==> src/rtl/adc_stream_emulator_pkg.sv <==
// Shared definitions for the ADC stream emulator.
//   FRAME_BITS : nominal serial frame length (lead zeros + sample)
//   MODE_*     : channel A waveform select encodings
//   state_t    : frame FSM states
package adc_emu_pkg;
  localparam int FRAME_BITS = 16;

  localparam logic [1:0] MODE_RAMP  = 2'b00;
  localparam logic [1:0] MODE_TRI   = 2'b01;
  localparam logic [1:0] MODE_CONST = 2'b10;

  typedef enum logic [1:0] {
    ST_IDLE  = 2'b00,
    ST_SHIFT = 2'b01,
    ST_DONE  = 2'b10
  } state_t;
endpackage

==> src/rtl/adc_stream_emulator_if.sv <==
// Serial ADC link: frame select and clock from the controller, two data
// lines back from the converter (or its emulator).
//   master : controller side (drives CS/SCLK, reads SData_A/SData_B)
//   slave  : converter side (reads CS/SCLK, drives SData_A/SData_B)
interface adc_stream_emulator_if;
  logic CS;
  logic SCLK;
  logic SData_A;
  logic SData_B;

  modport master (output CS, SCLK, input SData_A, SData_B);
  modport slave  (input CS, SCLK, output SData_A, SData_B);
endinterface

==> src/rtl/adc_stream_emulator_sync.sv <==
// sync_edge_detect: 2-flop synchronizer plus a history flop; rise/fall are
// decoded from the last two stages so they are one clock wide.
//   clk, rst : clock, async active-high reset
//   i_d      : asynchronous input pin
//   o_rise   : one-cycle pulse on a synchronized 0->1
//   o_fall   : one-cycle pulse on a synchronized 1->0
// RST_VAL is the line's idle level, so releasing reset does not fake an edge.
module sync_edge_detect #(
  parameter logic RST_VAL = 1'b0
) (
  input  logic clk,
  input  logic rst,
  input  logic i_d,
  output logic o_rise,
  output logic o_fall
);
  logic r_s1, r_s2, r_s3;

  always_ff @(posedge clk or posedge rst) begin
    if (rst) begin
      r_s1 <= RST_VAL;
      r_s2 <= RST_VAL;
      r_s3 <= RST_VAL;
    end else begin
      r_s1 <= i_d;
      r_s2 <= r_s1;
      r_s3 <= r_s2;
    end
  end

  assign o_rise = r_s2 & ~r_s3;
  assign o_fall = ~r_s2 & r_s3;
endmodule

==> src/rtl/adc_stream_emulator.sv <==
// adc_stream_emulator: stands in for the dual-channel serial ADC. Answers
// CS/SCLK with 16-bit frames (lead zeros, then a 12-bit sample MSB first)
// carrying test waveforms: A = ramp/triangle/constant, B = square wave.
//   Main_CLK, Reset : system clock, async active-high reset
//   link            : CS/SCLK in, SData_A/SData_B out (slave modport)
//   Mode_A          : channel A waveform (00 ramp, 01 tri, 10 const, 11 ramp)
//   Const_Value     : channel A value in constant mode
//   Busy            : frame in progress
//   Frame_Count     : completed frames (CS rises), wrapping
//   Frame_Error     : one-cycle pulse when CS rises before the frame finished
module adc_stream_emulator
  import adc_emu_pkg::*;
#(
  parameter int DATA_WIDTH = 12,
  parameter int LEAD_ZEROS = 4,
  parameter int STEP_A     = 16,
  parameter int SQ_HALF    = 64
) (
  input  logic                  Main_CLK,
  input  logic                  Reset,
  adc_stream_emulator_if.slave  link,
  input  logic [1:0]            Mode_A,
  input  logic [DATA_WIDTH-1:0] Const_Value,
  output logic                  Busy,
  output logic [15:0]           Frame_Count,
  output logic                  Frame_Error
);
  localparam int FB  = LEAD_ZEROS + DATA_WIDTH;
  localparam int CW  = $clog2(FB);
  localparam int SQW = (SQ_HALF > 1) ? $clog2(SQ_HALF) : 1;
  localparam logic [DATA_WIDTH-1:0] MAXV = '1;
  localparam logic [DATA_WIDTH-1:0] STEP = DATA_WIDTH'(STEP_A);

  logic w_cs_rise, w_cs_fall, w_sclk_fall;
  // SCLK rising edges carry no meaning for the responder.
  logic w_sclk_rise_unused;

  sync_edge_detect #(.RST_VAL(1'b1)) u_cs_sync (
    .clk(Main_CLK), .rst(Reset), .i_d(link.CS),
    .o_rise(w_cs_rise), .o_fall(w_cs_fall)
  );
  sync_edge_detect #(.RST_VAL(1'b0)) u_sclk_sync (
    .clk(Main_CLK), .rst(Reset), .i_d(link.SCLK),
    .o_rise(w_sclk_rise_unused), .o_fall(w_sclk_fall)
  );

  state_t                r_state, w_next;
  logic [FB-1:0]         r_sh_a, r_sh_b;
  logic [CW-1:0]         r_cnt;
  logic                  r_busy;
  logic [15:0]           r_frame_count;
  logic [DATA_WIDTH-1:0] r_a;
  logic                  r_dir_dn;
  logic                  r_b;
  logic [SQW-1:0]        r_sq_cnt;
  logic                  w_err;

  // CS rise ends the frame from any active state and overrides a same-cycle
  // SCLK fall.
  logic w_frame_end, w_frame_start, w_shift;
  assign w_frame_end   = w_cs_rise && (r_state != ST_IDLE);
  assign w_frame_start = w_cs_fall && (r_state == ST_IDLE);
  assign w_shift       = w_sclk_fall && (r_state != ST_IDLE);

  always_ff @(posedge Main_CLK or posedge Reset) begin
    if (Reset) r_state <= ST_IDLE;
    else       r_state <= w_next;
  end

  always_comb begin
    w_next = r_state;
    w_err  = 1'b0;
    case (r_state)
      ST_IDLE:  if (w_cs_fall) w_next = ST_SHIFT;
      ST_SHIFT: begin
        if (w_cs_rise) begin
          w_next = ST_IDLE;
          w_err  = 1'b1;
        end else if (w_sclk_fall && r_cnt == CW'(1)) begin
          w_next = ST_DONE;
        end
      end
      ST_DONE:  if (w_cs_rise) w_next = ST_IDLE;
      default:  w_next = ST_IDLE;
    endcase
  end

  // Triangle next value: saturate at each endpoint and flip direction there,
  // so each endpoint is emitted exactly once.
  logic [DATA_WIDTH:0]   w_up;
  logic [DATA_WIDTH-1:0] w_tri_next;
  logic                  w_tri_dn;
  always_comb begin
    w_up       = {1'b0, r_a} + {1'b0, STEP};
    w_tri_next = r_a;
    w_tri_dn   = r_dir_dn;
    if (!r_dir_dn) begin
      if (w_up >= {1'b0, MAXV}) begin
        w_tri_next = MAXV;
        w_tri_dn   = 1'b1;
      end else begin
        w_tri_next = w_up[DATA_WIDTH-1:0];
      end
    end else begin
      if (r_a <= STEP) begin
        w_tri_next = '0;
        w_tri_dn   = 1'b0;
      end else begin
        w_tri_next = r_a - STEP;
      end
    end
  end

  always_ff @(posedge Main_CLK or posedge Reset) begin
    if (Reset) begin
      r_sh_a        <= '0;
      r_sh_b        <= '0;
      r_cnt         <= '0;
      r_busy        <= 1'b0;
      r_frame_count <= '0;
      r_a           <= '0;
      r_dir_dn      <= 1'b0;
      r_b           <= 1'b0;
      r_sq_cnt      <= '0;
    end else if (w_frame_end) begin
      r_sh_a        <= '0;
      r_sh_b        <= '0;
      r_busy        <= 1'b0;
      r_frame_count <= r_frame_count + 16'd1;
      case (Mode_A)
        MODE_TRI: begin
          r_a      <= w_tri_next;
          r_dir_dn <= w_tri_dn;
        end
        MODE_CONST: r_a <= Const_Value;
        default:    r_a <= r_a + STEP;
      endcase
      if (r_sq_cnt == SQW'(SQ_HALF - 1)) begin
        r_sq_cnt <= '0;
        r_b      <= ~r_b;
      end else begin
        r_sq_cnt <= r_sq_cnt + SQW'(1);
      end
    end else if (w_frame_start) begin
      r_sh_a <= {{LEAD_ZEROS{1'b0}}, r_a};
      r_sh_b <= {{LEAD_ZEROS{1'b0}}, {DATA_WIDTH{r_b}}};
      r_cnt  <= CW'(FB - 1);
      r_busy <= 1'b1;
    end else if (w_shift) begin
      // Zeros shift in behind the data, so DONE naturally drives 0.
      r_sh_a <= {r_sh_a[FB-2:0], 1'b0};
      r_sh_b <= {r_sh_b[FB-2:0], 1'b0};
      if (r_state == ST_SHIFT) r_cnt <= r_cnt - CW'(1);
    end
  end

  assign link.SData_A = r_sh_a[FB-1];
  assign link.SData_B = r_sh_b[FB-1];
  assign Busy         = r_busy;
  assign Frame_Count  = r_frame_count;
  assign Frame_Error  = w_err;
endmodule
==> src/flat_wrapper.sv <==
// flat-port wrapper written by rule: the top's interface ports become plain ports
module adc_stream_emulator_flat import adc_emu_pkg::*;
#(
  parameter int DATA_WIDTH = 12,
  parameter int LEAD_ZEROS = 4,
  parameter int STEP_A     = 16,
  parameter int SQ_HALF    = 64
)
  (Main_CLK, Reset, Mode_A, Const_Value, Busy, Frame_Count, Frame_Error, link_CS, link_SCLK, link_SData_A, link_SData_B);
  adc_stream_emulator_if link_i ();
  input  logic Main_CLK;
  input  logic Reset;
  input  logic [1:0] Mode_A;
  input  logic [DATA_WIDTH-1:0] Const_Value;
  output logic Busy;
  output logic [15:0] Frame_Count;
  output logic Frame_Error;
  input wire logic [$bits(link_i.CS)-1:0] link_CS;
  input wire logic [$bits(link_i.SCLK)-1:0] link_SCLK;
  output wire logic [$bits(link_i.SData_A)-1:0] link_SData_A;
  output wire logic [$bits(link_i.SData_B)-1:0] link_SData_B;
  assign link_i.CS = link_CS;
  assign link_i.SCLK = link_SCLK;
  assign link_SData_A = link_i.SData_A;
  assign link_SData_B = link_i.SData_B;
  adc_stream_emulator #(.DATA_WIDTH(DATA_WIDTH), .LEAD_ZEROS(LEAD_ZEROS), .STEP_A(STEP_A), .SQ_HALF(SQ_HALF)) u_core (.Main_CLK(Main_CLK), .Reset(Reset), .link(link_i), .Mode_A(Mode_A), .Const_Value(Const_Value), .Busy(Busy), .Frame_Count(Frame_Count), .Frame_Error(Frame_Error));
endmodule
==> config.mk <==
export PLATFORM = sky130hd
export DESIGN_NAME = adc_stream_emulator_flat
export DESIGN_NICKNAME = d
export VERILOG_FILES = /design/src/rtl/adc_stream_emulator_pkg.sv /design/src/rtl/adc_stream_emulator_if.sv /design/src/rtl/adc_stream_emulator_sync.sv /design/src/rtl/adc_stream_emulator.sv /design/src/flat_wrapper.sv
export SDC_FILE = /design/constraint.sdc
export NUM_CORES = 1
export LEC_CHECK = 0
export BUFFER_PORTS_ARGS = -buffer_cell sky130_fd_sc_hd__buf_4
export CORE_AREA = 4 4 95 97
export CTS_CLUSTER_DIAMETER = 50
export DETAILED_ROUTE_END_ITERATION = 12
export DIE_AREA = 0 0 99 101
export PLACE_DENSITY = 0.79
export SYNTH_ARGS = -nofsm -noshare
export SYNTH_HDL_FRONTEND = slang
export SYNTH_HIERARCHICAL = 1
export SYNTH_SLANG_ARGS = --single-unit
==> constraint.sdc <==
create_clock -name Main_CLK -period 4.5 [get_ports Main_CLK]
set_input_delay 0.45 -clock Main_CLK [delete_from_list [all_inputs] [get_ports Main_CLK]]
set_output_delay 0.45 -clock Main_CLK [all_outputs]
set_load 0.05 [all_outputs]
==> impl_metrics.xml, run 1 <==
<?xml version="1.0" encoding="UTF-8"?>
<metrics>
  <group name="yosys">
    <metric name="post_synth_instance_area" unit="sq um">4220</metric>
    <metric name="syn_inst" unit="">472</metric>
    <metric name="postSynthNetCount" unit="">500</metric>
    <metric name="syn_avg_cell_area" unit="sq um">8.94</metric>
    <metric name="yosysWarnings" unit="">6</metric>
  </group>
  <group name="cts">
    <metric name="cts.path.max_buffers" unit="">2</metric>
    <metric name="cts.htree.levels" unit="">3</metric>
    <metric name="cts_root_buf" unit="">clkbuf_8</metric>
    <metric name="clock_latency_on_the_worst_skew_pair" unit="ns">0.35</metric>
    <metric name="tritoncts_buffers" unit="">9</metric>
    <metric name="numClockSinks" unit="">81</metric>
    <metric name="postCtsSetupBuffers" unit="">0</metric>
    <metric name="cts_hold_buffers" unit="">1</metric>
    <metric name="clock_slew_at_the_register_clock_pins_of_the_worst_setup_and_hold_paths" unit="ns">0.08</metric>
    <metric name="cts_tree" unit="">done</metric>
    <metric name="cts_resized" unit="">0</metric>
  </group>
  <group name="floorplan">
    <metric name="start_util" unit="">0.519</metric>
    <metric name="placementRows" unit="">33</metric>
    <metric name="boundaryPins" unit="">38</metric>
    <metric name="die_height" unit="um">101</metric>
    <metric name="core_area" unit="sq um">8130</metric>
    <metric name="dieWidth" unit="um">99</metric>
    <metric name="die-area" unit="sq um">10000</metric>
  </group>
  <group name="grt">
    <metric name="grt_max_degree" unit="">46</metric>
    <metric name="grtUsageTotal" unit="">0.190</metric>
    <metric name="global_route_wire_length_before_repair" unit="um">15400</metric>
    <metric name="grt.overflow.total" unit="">0</metric>
    <metric name="antenna_violations_before_repair" unit="">0</metric>
    <metric name="first_global_vias" unit="">3425</metric>
  </group>
  <group name="power_and_ir_drop">
    <metric name="power.switching" unit="uW">766</metric>
    <metric name="powerDensity" unit="nW/um^2">434</metric>
    <metric name="irDropWorstVdd" unit="mV">0.222</metric>
    <metric name="intPower" unit="mW">1.29</metric>
    <metric name="switching_share" unit="">0.372</metric>
    <metric name="power_leakage" unit="nW">2.07</metric>
    <metric name="clk_network_pwr_share" unit="">0.221</metric>
    <metric name="p_seq_frac" unit="">0.503</metric>
    <metric name="power.combinational.fraction" unit="">0.275</metric>
    <metric name="post-layout-total-power" unit="mW">2.06</metric>
  </group>
  <group name="place">
    <metric name="placement.io_buffers" unit="">37</metric>
    <metric name="dp_hpwl" unit="um">6410</metric>
    <metric name="pre_cts_ws" unit="ns">1.84</metric>
    <metric name="place_congestion" unit="">0.879</metric>
  </group>
  <group name="sta">
    <metric name="totalNegativeSetupSlack" unit="ns">0</metric>
    <metric name="setup_ws" unit="ns">1.80</metric>
    <metric name="min_period" unit="ns">2.70</metric>
    <metric name="worst_clock_skew" unit="ns">0.00895</metric>
    <metric name="finalSetupViolations" unit="">0</metric>
    <metric name="timing_worst_slew_pin_value" unit="ns">1.15</metric>
    <metric name="achievable-frequency" unit="MHz">370</metric>
    <metric name="rsz0062_at_grt" unit="">false</metric>
    <metric name="final_max_slew_viol_count" unit="">0</metric>
    <metric name="maxSlewHeadroom" unit="">0.224</metric>
    <metric name="final_hold_vios" unit="">0</metric>
    <metric name="min_period_over_period" unit="">0.600</metric>
    <metric name="hold_slack" unit="ns">0.202</metric>
  </group>
  <group name="worst_setup_path">
    <metric name="criticalPathCategory" unit="">reg2reg</metric>
    <metric name="reg2reg_from" unit="">u_core/u_cs_sync/r_s2</metric>
    <metric name="regToRegSetupSlack" unit="ns">1.80</metric>
    <metric name="arrival" unit="ns">2.94</metric>
    <metric name="crit_buf_inv" unit="">0</metric>
    <metric name="worst-r2r-cell-count" unit="">6</metric>
    <metric name="timing.critical_path.fanout_max" unit="">17</metric>
    <metric name="critical_path.cell_chain" unit="">nor2b_1 &gt; o21a_1 &gt; nand4_1 &gt; nor3_1 &gt; nand3_1 &gt; xnor2_1</metric>
    <metric name="slowest_stage" unit="">o21a_1</metric>
    <metric name="critical_path.max_stage_delay" unit="ns">0.61</metric>
    <metric name="setup.worst_path.end_class" unit="">register</metric>
    <metric name="crit_family" unit="">simple AND/OR/NAND/NOR gates</metric>
    <metric name="worstReg2RegEnd" unit="">u_core/Frame_Count[15]</metric>
    <metric name="worst_setup_path_start_kind" unit="">register</metric>
    <metric name="timing.critical_path.required" unit="ns">4.74</metric>
  </group>
  <group name="route">
    <metric name="vias_per_cell" unit="">5.96</metric>
    <metric name="drt_iter0_markers" unit="">269</metric>
    <metric name="drc_errors" unit="">0</metric>
    <metric name="drt-wirelength-per-cell" unit="um">15.4</metric>
    <metric name="antenna_violating_nets_post_route" unit="">0</metric>
    <metric name="via_count" unit="">3630</metric>
    <metric name="detailedRoute.firstPassIterationCount" unit="">5</metric>
    <metric name="drt-total-wl" unit="um">9370</metric>
  </group>
  <group name="cells_and_area">
    <metric name="areaGrowthSynthToFinish" unit="%">12.3</metric>
    <metric name="diodes" unit="">0</metric>
    <metric name="fillCellCount" unit="">736</metric>
    <metric name="finalNetCount" unit="">527</metric>
    <metric name="footprint_of_the_multi_input_gates" unit="sq um">2010</metric>
    <metric name="layout_cells_sized_above_1" unit="">0.149</metric>
    <metric name="ff_latch_area" unit="sq um">2030</metric>
  </group>
  <group name="min_path">
    <metric name="timing.hold.worst.start" unit="">link_SCLK</metric>
    <metric name="hold_path_depth" unit="">1</metric>
    <metric name="min_path_type" unit="">in2reg</metric>
    <metric name="timing.hold.worst_endpoint" unit="">u_core/u_sclk_sync/r_s1</metric>
  </group>
  <group name="outcome">
    <metric name="outcome" unit="">complete, no violations</metric>
  </group>
  <group name="flow_run">
    <metric name="max-cap-violations" unit="">0</metric>
  </group>
</metrics>
[worst max path at each step]
stage                           from                     end  cells past startpoint
2_1_floorplan          u_core/r_a[4]           u_core/r_a[0]                      9
3_3_place_gp   u_core/u_cs_sync/r_s2  u_core/Frame_Count[15]                      6
3_5_place_dp   u_core/u_cs_sync/r_s2  u_core/Frame_Count[15]                      6
4_1_cts        u_core/u_cs_sync/r_s2  u_core/Frame_Count[15]                      6
5_1_grt        u_core/u_cs_sync/r_s2  u_core/Frame_Count[13]                      6
6_report       u_core/u_cs_sync/r_s2  u_core/Frame_Count[15]                      6
[final cells by class]
type / instances / share of cell area
Sequential cell: 81 / 0.428
Multi-Input combinational cell: 344 / 0.424
Timing Repair Buffer: 44 / 0.0702
Tap cell: 105 / 0.0277
Clock buffer: 10 / 0.0269
Inverter: 19 / 0.0150
Clock inverter: 6 / 0.00739
[through the flow]
| step | cells | instance area [sq um] | utilization |
|---|---|---|---|
| 3_5_place_dp | 592 | 4570 | 0.561 |
| 2_1_floorplan | 472 | 4220 | - |
| 4_1_cts | 609 | 4740 | 0.583 |
| 5_1_grt | 609 | 4740 | 0.583 |
| 3_3_place_gp | 592 | 4570 | 0.561 |
| 6_report | 609 | 4740 | 0.583 |
[metal layers]
| metal | routed length [um] | GRT usage |
|---|---|---|
| met5 | 0 | 0 |
| met4 | 193 | 0.0882 |
| met3 | 506 | 0.0374 |
| met2 | 4500 | 0.311 |
| met1 | 4170 | 0.242 |
[sequential cells by signal, indices dropped and copies added (netlist names)]
register,flops
u_core/u_sclk_sync/r_s2,1
u_core/r_sh_a,16
u_core/u_cs_sync/r_s2,1
u_core/r_cnt,4
u_core/r_sq_cnt,6
u_core/Frame_Count,16
u_core/r_dir_dn,1
u_core/u_cs_sync/r_s1,1
u_core/u_cs_sync/r_s3,1
u_core/r_a,12
u_core/r_sh_b,16
u_core/r_b,1
u_core/u_sclk_sync/r_s1,1
u_core/u_sclk_sync/r_s3,1
u_core/Busy,1
u_core/r_state,2
[power groups by stage]
stage	sequential (mW)	combinational [mW]	clock, mW
detailed placement	1.05	0.561	0
global route	1.06	0.627	0.502
finish	1.04	0.566	0.456
global placement	1.04	0.538	0
CTS	1.03	0.565	0.470
floorplan	1.05	0.401	0
[cell usage in the layout, fill, tap and decap left out, types with 3 or more instances in the layout]
cell type and instances:
xor2_1 6, and3_1 7, xnor2_1 20, o211ai_1 3, clkbuf_8 9, a31oi_1 14, inv_1 18, a311oi_1 13
nand4_1 11, a221o_1 4, dfstp_2 3, nand2_1 113, ha_1 10, nor3_1 6, nor2_1 30, o21ai_0 18
nor4_1 4, clkinv_2 4, nor2b_1 4, nand3_1 14, buf_4 43, a211oi_1 3, dfrtp_1 78, a21oi_1 24
Note: power is estimated with default switching activity, not from simulation.
==> run 2, diff against run 1 <==
--- a/config.mk
+++ b/config.mk
@@ -10,7 +10,7 @@
 export CTS_CLUSTER_DIAMETER = 50
 export DETAILED_ROUTE_END_ITERATION = 12
 export DIE_AREA = 0 0 99 101
-export PLACE_DENSITY = 0.79
+export PLACE_DENSITY = 0.81
 export SYNTH_ARGS = -nofsm -noshare
 export SYNTH_HDL_FRONTEND = slang
 export SYNTH_HIERARCHICAL = 1
==> constraint.sdc (replaced) <==
create_clock -name Main_CLK -period 2.15 [get_ports Main_CLK]
set_input_delay 0.215 -clock Main_CLK [delete_from_list [all_inputs] [get_ports Main_CLK]]
set_output_delay 0.215 -clock Main_CLK [all_outputs]
set_load 0.05 [all_outputs]
==> run 2 against run 1 <==
Against the previous run: the run now ends with negative setup slack left; register-to-register slack worse by 1.8 ns; die area is the same; core utilization rose by 4.6 points; via count up 3.4%; clock skew up 0.0057 ns; power up 140%; critical path type unchanged; largest power group unchanged; highest routed layer unchanged.
==> impl_metrics.xml, run 2 (synthesis gave the netlist of run 1 again) <==
<?xml version="1.0" encoding="UTF-8"?>
<metrics>
  <group name="outcome">
    <metric name="outcome" unit="">complete, but fails checks</metric>
    <metric name="failing_checks" unit="">negative setup slack</metric>
  </group>
  <group name="worst_setup_path">
    <metric name="timing.critical_path.fanout_max" unit="">4</metric>
    <metric name="worst_setup_path_start_kind" unit="">register</metric>
    <metric name="critical_path.cell_chain" unit="">nand4_1 &gt; or3_4 &gt; a2111oi_4 &gt; nand2_2 &gt; a41o_1 &gt; a221o_1</metric>
    <metric name="reg2reg_from" unit="">u_core/r_a[9]</metric>
    <metric name="slowest_stage" unit="">dfrtp_1</metric>
    <metric name="timing.critical_path.required" unit="ns">2.38</metric>
    <metric name="critical_path.max_stage_delay" unit="ns">0.43</metric>
    <metric name="arrival" unit="ns">2.39</metric>
    <metric name="criticalPathCategory" unit="">reg2reg</metric>
    <metric name="startpoint" unit="">u_core/r_a[9]</metric>
    <metric name="setup.worst_path.end_class" unit="">register</metric>
  </group>
  <group name="cells_and_area">
    <metric name="ff_latch_area" unit="sq um">2030</metric>
    <metric name="layout.cells.most_common" unit="">nand2_1</metric>
    <metric name="fillCellCount" unit="">654</metric>
    <metric name="footprint_of_the_multi_input_gates" unit="sq um">2070</metric>
    <metric name="layout_cells_sized_above_1" unit="">0.215</metric>
    <metric name="finalNetCount" unit="">557</metric>
    <metric name="areaGrowthSynthToFinish" unit="%">21.1</metric>
    <metric name="final_core_utilization" unit="">0.629</metric>
    <metric name="diodes" unit="">0</metric>
    <metric name="post-route-cell-area" unit="sq um">5110</metric>
    <metric name="finalNonFillerCells" unit="">639</metric>
    <metric name="most_frequent_cells_in_the_layout" unit="">nand2_1, dfrtp_1, buf_4</metric>
  </group>
  <group name="route">
    <metric name="drt-wirelength-per-cell" unit="um">15.7</metric>
    <metric name="via_count" unit="">3755</metric>
    <metric name="vias_per_cell" unit="">5.88</metric>
    <metric name="drt_iter0_markers" unit="">465</metric>
    <metric name="antenna_violating_nets_post_route" unit="">0</metric>
    <metric name="drt-total-wl" unit="um">10000</metric>
    <metric name="drc_errors" unit="">0</metric>
    <metric name="detailedRoute.firstPassIterationCount" unit="">6</metric>
  </group>
  <group name="floorplan">
    <metric name="dieWidth" unit="um">99</metric>
    <metric name="placementRows" unit="">33</metric>
    <metric name="die_height" unit="um">101</metric>
    <metric name="boundaryPins" unit="">38</metric>
    <metric name="die-area" unit="sq um">10000</metric>
    <metric name="core_area" unit="sq um">8130</metric>
    <metric name="start_util" unit="">0.519</metric>
  </group>
  <group name="power_and_ir_drop">
    <metric name="irDropWorstVdd" unit="mV">0.530</metric>
    <metric name="intPower" unit="mW">3.15</metric>
    <metric name="switching_share" unit="">0.358</metric>
    <metric name="p_seq_frac" unit="">0.431</metric>
    <metric name="powerDensity" unit="nW/um^2">959</metric>
    <metric name="power_leakage" unit="nW">2.25</metric>
    <metric name="power.switching" unit="mW">1.75</metric>
    <metric name="clk_network_pwr_share" unit="">0.255</metric>
    <metric name="power.combinational.fraction" unit="">0.314</metric>
  </group>
  <group name="sta">
    <metric name="finalSetupViolations" unit="">1</metric>
    <metric name="rsz0062_at_grt" unit="">true</metric>
    <metric name="maxSlewHeadroom" unit="">0.473</metric>
    <metric name="final_max_slew_viol_count" unit="">0</metric>
    <metric name="min_period_over_period" unit="">1.00</metric>
    <metric name="worst_clock_skew" unit="ns">0.0146</metric>
    <metric name="final_hold_vios" unit="">0</metric>
    <metric name="achievable-frequency" unit="MHz">463</metric>
    <metric name="timing_worst_slew_pin_value" unit="ns">0.787</metric>
    <metric name="min_period" unit="ns">2.16</metric>
    <metric name="setup_ws" unit="ns">-0.00776</metric>
    <metric name="totalNegativeSetupSlack" unit="ns">-0.00776</metric>
  </group>
  <group name="cts">
    <metric name="clock_latency_on_the_worst_skew_pair" unit="ns">0.35</metric>
    <metric name="tritoncts_buffers" unit="">9</metric>
    <metric name="numClockSinks" unit="">81</metric>
    <metric name="cts_tree" unit="">done</metric>
    <metric name="clock_slew_at_the_register_clock_pins_of_the_worst_setup_and_hold_paths" unit="ns">0.09</metric>
    <metric name="cts.htree.levels" unit="">3</metric>
    <metric name="cts.path.max_buffers" unit="">2</metric>
    <metric name="cts_root_buf" unit="">clkbuf_8</metric>
  </group>
  <group name="min_path">
    <metric name="min_path_type" unit="">in2reg</metric>
    <metric name="timing.hold.worst.start" unit="">Const_Value[2]</metric>
  </group>
  <group name="place">
    <metric name="dp_hpwl" unit="um">6800</metric>
    <metric name="pre_cts_ws" unit="ns">-0.0506</metric>
    <metric name="place_congestion" unit="">0.950</metric>
    <metric name="placement.io_buffers" unit="">37</metric>
    <metric name="placed_cell_count" unit="">619</metric>
    <metric name="placement.cell_area" unit="sq um">4800</metric>
  </group>
  <group name="flow_run">
    <metric name="max-cap-violations" unit="">0</metric>
  </group>
  <group name="grt">
    <metric name="grtUsageTotal" unit="">0.205</metric>
    <metric name="global_route_wire_length_before_repair" unit="um">16700</metric>
    <metric name="antenna_violations_before_repair" unit="">0</metric>
    <metric name="grt.overflow.total" unit="">0</metric>
    <metric name="first_global_vias" unit="">3552</metric>
    <metric name="grt_max_degree" unit="">76</metric>
  </group>
</metrics>
## run 2: changes by cell type in the layout (fill, tap and decap cells not counted), moves of 2 or more
cell	before	now
dlygate4sd3_1	1	3
dfrtp_1	78	76
clkinv_2	4	1
inv_1	18	16
bufinv_16	0	2
ha_1	10	8
buf_4	43	69
inv_2	1	3
buf_12	0	2
dfrtp_2	0	2
## run 2: worst paths after layout
check	slack, ns	cells past startpoint	to
hold reg to reg	0.36	0	u_core/u_sclk_sync/r_s2
hold / removal	0.09	2	u_core/r_a[2]
max in group asynchronous	1.30	4	u_core/r_a[4]
min in group asynchronous	0.30	3	u_core/u_sclk_sync/r_s2
setup / recovery	-0.008	6	u_core/r_a[3]
setup reg to reg	-0.008	6	u_core/r_a[3]
## run 2: power by group through the flow
| stage | clock [mW] | sequential, mW | combinational (mW) |
|---|---|---|---|
| final | 1.25 | 2.11 | 1.54 |
| after global routing | 1.33 | 2.16 | 1.70 |
| after CTS | 1.26 | 2.10 | 1.44 |
| after detailed placement | 0 | 2.13 | 1.41 |
| after global placement | 0 | 2.11 | 1.36 |
| after floorplan | 0 | 2.20 | 0.856 |
## run 2: critical path, delay by kind of cell, from the launching register on
family           cells  cell delay (ns)
AND/OR/NAND/NOR      3             0.65
flip-flops           1             0.43
AO/OA/AOI/OAI        3             0.94
## run 2: through the flow
step,power [mW],hold WS (ns)
detailed placement,3.54,0.118
CTS,4.81,0.0808
global placement,3.46,0.109
global route,5.19,0.0855
finish,4.90,0.0857
floorplan,3.05,-0.0314
## run 2: final cells by class
class / count / area share
Multi-Input combinational cell: 344 / 0.405
Sequential cell: 81 / 0.398
Timing Repair Buffer: 74 / 0.115
Tap cell: 105 / 0.0257
Clock buffer: 10 / 0.0250
Clock inverter: 6 / 0.0176
Inverter: 19 / 0.0140
## run 2: per-layer routing
| layer | part of all wire | wire length [um] | GRT usage | vias to the layer above |
|---|---|---|---|---|
| met5 | 0 | 0 | 0 | - |
| met4 | 0.024 | 236 | 0.0630 | 0 |
| met3 | 0.070 | 698 | 0.0360 | 30 |
| met2 | 0.49 | 4940 | 0.355 | 158 |
| met1 | 0.41 | 4150 | 0.261 | 1810 |
| li1 | - | - | - | 1757 |
## run 2: timing repair
action | in CTS | in global routing
gates resized for setup | 1 | 14
pin swaps | 0 | 3
setup endpoints to repair | 5 | 21
endpoints found under the hold margin | 83 | 0
hold buffers | 3 | 0
setup buffers | 1 | 0
